$ cat config.mk
export PLATFORM = sky130hd
export DESIGN_NAME = servo_seq_ctrl
export DESIGN_NICKNAME = d
export VERILOG_FILES = /design/src/rtl/servo_seq_ctrl.sv
export SDC_FILE = /design/constraint.sdc
export NUM_CORES = 1
export LEC_CHECK = 0
export ABC_AREA = 0
export CAP_MARGIN = 10
export CELL_PAD_IN_SITES_DETAIL_PLACEMENT = 1
export CELL_PAD_IN_SITES_GLOBAL_PLACEMENT = 1
export CORE_AREA = 2 2 166 103
export CTS_BUF_LIST = sky130_fd_sc_hd__clkbuf_8
export CTS_CLUSTER_SIZE = 20
export DETAILED_ROUTE_END_ITERATION = 10
export DIE_AREA = 0 0 168 105
export PLACE_DENSITY_LB_ADDON = 0.1
export SLEW_MARGIN = 20
export SYNTH_ARGS = -nofsm -noshare
export SYNTH_HDL_FRONTEND = slang
export SYNTH_SLANG_ARGS = --single-unit
$ cat constraint.sdc
create_clock -name clk -period 5.95 [get_ports clk]
set_input_delay 0.8925 -clock clk [delete_from_list [all_inputs] [get_ports clk]]
set_output_delay 0.8925 -clock clk [all_outputs]
set_load 0.05 [all_outputs]
$ cat src/rtl/servo_seq_ctrl.sv
// servo_seq_ctrl: waypoint/live sequencer that slew-limits three servo axes toward their targets.
// Define SERVO_SEQ_LOOP_EN to loop playback forever instead of stopping after the last waypoint.
module servo_seq_ctrl #(
  parameter int DATA_W      = 8,
  parameter int ADDR_W      = 3,
  parameter int NUM_WP      = 8,
  parameter int TICK_DIV    = 50000,
  parameter int STEP        = 1,
  parameter int DWELL_TICKS = 500,
  parameter int HOME_POS    = 128
) (
  input  logic              clk,
  input  logic              rst_n,
  input  logic              enable,
  input  logic              start,
  input  logic              stop,
  input  logic              mode,
  input  logic [DATA_W-1:0] live_x,
  input  logic [DATA_W-1:0] live_y,
  input  logic [DATA_W-1:0] live_z,
  input  logic [DATA_W-1:0] rom_data_x,
  input  logic [DATA_W-1:0] rom_data_y,
  input  logic [DATA_W-1:0] rom_data_z,
  output logic [ADDR_W-1:0] rom_addr,
  output logic [DATA_W-1:0] pos_x,
  output logic [DATA_W-1:0] pos_y,
  output logic [DATA_W-1:0] pos_z,
  output logic              busy,
  output logic              at_target,
  output logic              done
);
  localparam int PW = TICK_DIV > 1 ? $clog2(TICK_DIV) : 1;
  localparam int DW = DWELL_TICKS > 1 ? $clog2(DWELL_TICKS) : 1;
  typedef enum logic [2:0] {IDLE, FETCH, LATCH, RAMP, DWELL, LIVE} state_t;
  state_t state, state_nx;
  logic [PW-1:0] presc;
  logic [DW-1:0] dcnt, dcnt_nx;
  logic [ADDR_W-1:0] wp, wp_nx;
  logic [DATA_W-1:0] tgt_x, tgt_y, tgt_z;
  logic tick, run, load_rom, load_live, slew_en, done_nx;
  // Moves p toward t by at most STEP; the step is clamped to the gap so it never overshoots or wraps.
  function automatic logic [DATA_W-1:0] slew(input logic [DATA_W-1:0] p, input logic [DATA_W-1:0] t);
    logic [DATA_W-1:0] d, s;
    d = p < t ? t - p : p - t;
    s = d > DATA_W'(STEP) ? DATA_W'(STEP) : d;
    return p < t ? p + s : p - s;
  endfunction
  assign tick = presc == PW'(TICK_DIV - 1);
  assign run = enable & ~stop;
  assign at_target = pos_x == tgt_x && pos_y == tgt_y && pos_z == tgt_z;
  assign busy = state != IDLE;
  assign rom_addr = wp;
  always_comb begin
    state_nx = state;
    wp_nx = wp;
    dcnt_nx = dcnt;
    load_rom = 1'b0;
    load_live = 1'b0;
    slew_en = 1'b0;
    done_nx = 1'b0;
    if (!run) begin
      state_nx = IDLE;
      dcnt_nx = '0;
    end else if (mode && state != LIVE) begin
      state_nx = LIVE;
      dcnt_nx = '0;
    end else begin
      case (state)
        IDLE: if (start) begin
          state_nx = FETCH;
          wp_nx = '0;
        end
        FETCH: state_nx = LATCH;
        LATCH: begin
          load_rom = 1'b1;
          state_nx = RAMP;
        end
        RAMP: begin
          slew_en = tick;
          if (at_target) begin
            state_nx = DWELL;
            dcnt_nx = '0;
          end
        end
        DWELL: if (tick) begin
          dcnt_nx = dcnt + 1'b1;
          if (dcnt == DW'(DWELL_TICKS - 1)) begin
            dcnt_nx = '0;
`ifdef SERVO_SEQ_LOOP_EN
            state_nx = FETCH;
            wp_nx = wp == ADDR_W'(NUM_WP - 1) ? '0 : wp + 1'b1;
`else
            state_nx = wp == ADDR_W'(NUM_WP - 1) ? IDLE : FETCH;
            wp_nx = wp == ADDR_W'(NUM_WP - 1) ? wp : wp + 1'b1;
            done_nx = wp == ADDR_W'(NUM_WP - 1);
`endif
          end
        end
        LIVE: begin
          load_live = mode;
          slew_en = mode & tick;
          state_nx = mode ? LIVE : IDLE;
        end
        default: state_nx = IDLE;
      endcase
    end
  end
  always_ff @(posedge clk or negedge rst_n) begin
    if (!rst_n) begin
      state <= IDLE;
      presc <= '0;
      dcnt <= '0;
      wp <= '0;
      done <= 1'b0;
      pos_x <= DATA_W'(HOME_POS);
      pos_y <= DATA_W'(HOME_POS);
      pos_z <= DATA_W'(HOME_POS);
      tgt_x <= DATA_W'(HOME_POS);
      tgt_y <= DATA_W'(HOME_POS);
      tgt_z <= DATA_W'(HOME_POS);
    end else begin
      state <= state_nx;
      presc <= tick ? '0 : presc + 1'b1;
      dcnt <= dcnt_nx;
      wp <= wp_nx;
      done <= done_nx;
      if (load_rom) begin
        tgt_x <= rom_data_x;
        tgt_y <= rom_data_y;
        tgt_z <= rom_data_z;
      end else if (load_live) begin
        tgt_x <= live_x;
        tgt_y <= live_y;
        tgt_z <= live_z;
      end
      if (slew_en) begin
        pos_x <= slew(pos_x, tgt_x);
        pos_y <= slew(pos_y, tgt_y);
        pos_z <= slew(pos_z, tgt_z);
      end
    end
  end
endmodule
# --- Yosys cells after proc, flatten, opt, wreduce, memory -nomap -nowiden ---
# Index checks and enable logic that the tools add are counted.
classes:
  n_addsub: 15
  magnitude_cmp: 6
  eq_ne: 21
  n_mux: 50
  n_bitwise: 4
  n_reduce_logical: 10
op_table:
  columns: ["operator", "n"]
  rows:
  - ["8-bit two-way mux", 15]
  - ["8-bit subtractor", 9]
  - ["9-bit two-way mux", 5]
  - ["3-bit two-way mux", 11]
  - ["8-bit adder", 3]
  - ["8-bit equality test", 3]
  - ["8-bit by 1-bit greater-than comparator with 1-bit output (second input constant)", 3]
  - ["8-bit less-than comparator", 3]
  - ["3-bit one-hot mux with 6 select lines", 1]
  - ["9-bit one-hot mux with 2 select lines", 1]
  - ["16-bit by 1-bit adder with 16-bit output (second input constant)", 1]
  - ["16-bit equality test (second input constant)", 1]
  - ["16-bit two-way mux", 1]
  - ["4-bit != test (second input constant)", 4]
  - ["1-bit two-way mux", 14]
  - ["9-bit by 1-bit adder with 9-bit output (second input constant)", 1]
  - ["3-bit equality test (second input constant)", 3]
  - ["9-bit equality test (second input constant)", 1]
  - ["2-bit != test (second input constant)", 4]
  - ["7-bit AND reduction", 1]
  - ["3-bit by 2-bit equality test with 1-bit output (second input constant)", 2]
  - ["3-bit one-hot mux with 2 select lines", 1]
  - ["4-bit by 1-bit != test with 1-bit output (second input constant)", 1]
  - ["4-bit AND reduction", 1]
  - ["other kinds (11)", 16]
word_totals:
  reg_bits: 80
  input_bits: 54
  out_inout_bits: 30

# --- Depth between registers and ports, before layout ---
depth:
  ltp_word: 7
  mapped_depth: 26

# --- Worst setup path after synthesis ---
# OpenSTA, ideal clock, no wires.
synth_path:
  path_type: "register to register"
  startpoint: "register pos_z[0]"
  endpoint: "register pos_z[7]"
  setup_time_ns: 0.097
  t_arrival_ns: 5.110
  slack_ns: 0.743
  stages_incl_launch_ff: 25
  n_path_buf: 1
  period_less_slack_ns: 5.207
  cell_sequence: "dfrtp_1 -> inv_1 -> ha_1 -> inv_1 -> fa_1 -> nand3_1 -> a21oi_2 -> or2_0 -> buf_2 -> or3_1 -> and3_1 -> o22ai_1 -> or3_1 -> inv_1 -> ha_1 -> or3_1 -> ha_1 -> o21ai_0 -> a21boi_0 -> o21ai_0 -> a21oi_1 -> nor2_1 -> a221o_1 -> a2111oi_1 -> nand3_1"
synth_between:
  elab_chain_len: 6
  word_cells_on_any_way: 9
  cone_classes: "add/sub: 4; order compare: 2; mux: 3"
synth_lines:
  columns: ["item", "line", "rtl"]
  rows:
  - ["start, declared", "27", "output logic [DATA_W-1:0] pos_z,"]
  - ["start signal, assigned", "117", "pos_z <= DATA_W'(HOME_POS);"]
  - ["start signal, assigned", "139", "pos_z <= slew(pos_z, tgt_z);"]
  - ["8-bit subtractor / 8-bit less-than comparator (equally long branches)", "44, 46", null]
  - ["8-bit two-way mux", "44", "d = p < t ? t - p : p - t;"]
  - ["8-bit by 1-bit greater-than comparator with 1-bit output", "45", "s = d > DATA_W'(STEP) ? DATA_W'(STEP) : d;"]
  - ["8-bit two-way mux", "45", null]
  - ["8-bit subtractor / 8-bit adder (equally long branches)", "46", "return p < t ? p + s : p - s;"]
  - ["8-bit two-way mux *", "46", null]
# Mark *: on every way between the ends. The rest lies on a longest branch, timed or not.
# A chain may end at the register's enable or synchronous reset.

# --- Worst setup path in the final report ---
layout_path:
  startpoint: "register pos_x[0]"
  endpoint: "register pos_x[7]"
layout_between:
  elab_chain_len: 6
  word_cells_on_any_way: 9
  cone_classes: "add/sub: 4; order compare: 2; mux: 3"
layout_lines:
  columns: ["item", "line", "rtl"]
  rows:
  - ["start, declared", "25", "output logic [DATA_W-1:0] pos_x,"]
  - ["start signal, assigned", "115", "pos_x <= DATA_W'(HOME_POS);"]
  - ["start signal, assigned", "137", "pos_x <= slew(pos_x, tgt_x);"]
  - ["8-bit subtractor / 8-bit less-than comparator (equally long branches)", "44, 46", null]
  - ["8-bit two-way mux", "44", null]
  - ["8-bit by 1-bit greater-than comparator with 1-bit output", "45", null]
  - ["8-bit two-way mux", "45", null]
  - ["8-bit subtractor / 8-bit adder (equally long branches)", "46", null]
  - ["8-bit two-way mux *", "46", null]
# Marked as above.

==> impl_results.md <==
* Max Clock Skew at 0.0177 ns
* Largest stage delay, worst path at 0.43 ns
* Layout cells sized above 1 at 7.83%
* Worst VDD drop at 0.000120 V
* Max-cap violations at 0
* Root buf cell: clkbuf_8
* First-pass GRT wire length at 36.0 mm
* DRC violations left at 0
* Post-synth EDFFs at 0
* Die height at 105 um
* Clock slew at reported path FFs at 0.11 ns
* Crit end category: flop
* Buffer levels on the longest clock path at 2
* Leading area contributor after synthesis: dfrtp_1
* Area Growth Syn to Fin at 19.3%
* Min-delay worst type: in -> async
* Post-Syn Area at 0.00700 mm2
* Worst-path maximum fanout at 15
* Leak Pwr at 3.76 nW
* DRT Pass-1 Iters at 4
* Congestion Overflow GR at 0
* GP Congestion at 0.885
* Ys Warns at 0
* Startpoint type of the worst setup path: flop
* Port Buf Inserts at 83
* TritonCTS Sinks at 80
* Design Power at 0.00219 W
* Register-to-Register Setup Slack at 0.42 ns
* Dpl hpwl at 16.9 mm
* Post-synthesis cell type count at 74
* Placement Cell Area at 0.00806 mm2
* Count of final max-slew check failures at 0
* Std-Cell Rows at 36
* Worst slew pin tran at 1.04 ns
* Core Box Area at 0.0160 mm2
* Yosys top cell area share at 26.4%
* Post-synthesis register bit count at 80
* Largest net degree at the start of global routing at 49
* FMAX at 181 MHz
* Cells on worst reg2reg path at 25
* CTS tree: built
* CP top delay family: compound AO/OA/AOI/OAI gates
* Mean Syn Cell Area at 8.26 um2
* Routed WL per cell at 18.8 um
* Layout Nets at 1063
* Detailed-route via count at 6423
* Die width at 168 um
* Fin crit period at 5.53 ns
* Die Area at 0.0176 mm2
* Sequential element share of the synthesized area at 28.7%
* Ranking of synthesized cells by area: dfrtp_1, ha_1, nand2_1
* Syn Inst Count at 848
* Worst path bufs/invs at 3
* I/O pin cnt at 84
* Final instance area at 0.00835 mm2
* Setup-failing EPs final at 0
* Fin Setup TNS at 0 ns
* Crit share post-route at 93.0%
* Most frequent cell after synthesis: nand2_1
* Slew margin rel. at 30.5%
* RSZ-0062 raised after global routing: no
* Initial DRC count at 368
* Critical path type: reg -> reg
* WL final at 21.5 mm
* Status: complete, no violations
* CTS Buf Count at 9
* GR Util All Layers at 25.6%
* Vias per cell at 5.63
* Final Hold Viols at 0
* Main flop type after synthesis: dfrtp_1
* Hold_ws at 0.467 ns
* Crit path max-delay cell type: dfrtp_1
* Initial Util at 43.8%
* Synth cell count leaders: nand2_1, inv_1, dfrtp_1
* PD cells at 263 mW/mm2
* Ys async rst share at 100%
* Antenna viol nets, final at 0
* H-tree Lvls at 3
* Initial antenna violation count at 0
* Worst-Skew Late Latency at 0.40 ns
* Vias in the first global route at 6821
* Antenna Cells at 0
* CP Depth at 25
* Arrival time at the worst endpoint at 5.83 ns
* Crit path required time at 6.25 ns
==> per-stage QoR <==
step | util, % | cells | setup WS [ns]
2_1_floorplan | - | 850 | 0.743
3_3_place_gp | 50.4 | 1122 | 0.428
3_5_place_dp | 50.4 | 1122 | 0.148
4_1_cts | 51.8 | 1138 | 0.107
5_1_grt | 52.2 | 1141 | 0.0340
6_report | 52.2 | 1141 | 0.419
==> power breakdown <==
| group | internal, W | total [W] | leakage, nW | switching [W] |
|---|---|---|---|---|
| sequential | 0.000581 | 0.000623 | 1.06 | 0.0000417 |
| combinational | 0.000449 | 0.00107 | 2.58 | 0.000618 |
| clock | 0.000247 | 0.000504 | 0.119 | 0.000257 |
==> cell families (layout without fill, tap and decap cells) <==
family,count (synthesis),after routing,synth area share (%)
compound gates,204,204,18.5
xor+xnor,33,33,4.13
buf+inv,113,195,6.18
fa+ha+maj,82,82,15.6
simple gates,294,294,20.6
mux,41,41,6.20
other cells,1,3,0.0535
flops,80,80,28.7
==> cell type report <==
cell class	count	area [um2]
clock inverters	7	109
well taps	209	262
flip-flops and latches	80	2010
repair buffers	93	903
inverters	86	323
clock buffers	9	124
multi-input cells	657	4620
fillers	1899	7640
==> sequential cells by signal, indices dropped and copies added, names as in the netlist <==
register,flops
tgt_z,8
tgt_x,8
pos_x,8
pos_z,8
state,3
rom_addr,3
done,1
presc,16
dcnt,9
tgt_y,8
pos_y,8
==> worst reg2reg max path: stages (launching register included) <==
cell and delay [ns]:
dfrtp_1 0.43, inv_1 0.10, ha_1 0.16, inv_1 0.05, fa_1 0.42, a21oi_1 0.18, o211a_1 0.24, o21a_2 0.35
mux2i_2 0.32, nand2_1 0.08, a221oi_1 0.33, xnor2_1 0.15, nand2b_1 0.15, inv_1 0.05, ha_1 0.26, nand2_1 0.08
ha_1 0.29, nor2b_1 0.12, o21ai_0 0.21, a21oi_1 0.13, o21ai_1 0.21, a21o_1 0.17, nand2_1 0.09, a311o_1 0.34
a2111oi_1 0.41, nand4_1 0.13
==> cell usage in the layout (no fill, tap or decap), types with 4 or more instances in the layout <==
| cell type | instances |
|---|---|
| a21oi_1 | 60 |
| nor4b_1 | 5 |
| ha_1 | 71 |
| o21ai_1 | 4 |
| nand4_1 | 17 |
| nor3_1 | 15 |
| nor2_1 | 61 |
| or2_2 | 7 |
| and3_1 | 11 |
| clkbuf_8 | 9 |
| a221oi_1 | 4 |
| clkdlybuf4s50_1 | 82 |
| a31oi_1 | 5 |
| dfstp_2 | 6 |
| xnor2_1 | 18 |
| inv_1 | 85 |
| nand3_1 | 17 |
| o21ai_0 | 51 |
| fa_1 | 9 |
| or3_1 | 11 |
| mux2_2 | 6 |
| mux2i_1 | 33 |
| nand2_1 | 97 |
| o31ai_1 | 8 |
| a21o_1 | 17 |
| dfrtp_1 | 72 |
| xor2_1 | 15 |
| or4_1 | 4 |
| nor4_1 | 8 |
| o22ai_1 | 4 |
| o211a_1 | 4 |
| nand3b_1 | 4 |
| o221ai_1 | 6 |
| buf_4 | 11 |
| nand2b_1 | 12 |
| nor2b_1 | 10 |
==> routing by layer <==
layer	routed length (um)	up-vias	GRT usage [%]	share of wire, %
met4	350	0	6.71	1.6
met3	890	24	4.89	4.1
met5	0	-	0	0
met2	9610	104	40.3	45
met1	10700	3157	36.0	50
li1	-	3138	-	-
==> repair_timing <==
item | in CTS | in global routing
hold buffers | 0 | 0
resized for setup | 0 | 18
endpoints found under the setup margin | 0 | 3
setup buffers | 0 | 3
==> path summary, 6_finish.rpt <==
| kind | startpoint | end |
|---|---|---|
| max | pos_x[0]$_DFFE_PN0P_ | pos_x[7]$_DFFE_PN1P_ |
| min | rst_n | pos_y[6]$_DFFE_PN0P_ |
| max reg2reg | pos_x[0]$_DFFE_PN0P_ | pos_x[7]$_DFFE_PN1P_ |
| min reg2reg | presc[0]$_DFF_PN0_ | presc[0]$_DFF_PN0_ |
| max in group asynchronous | rst_n | pos_z[1]$_DFFE_PN0P_ |
| min in group clk | presc[0]$_DFF_PN0_ | presc[0]$_DFF_PN0_ |
(Power assumes the default switching activity.)
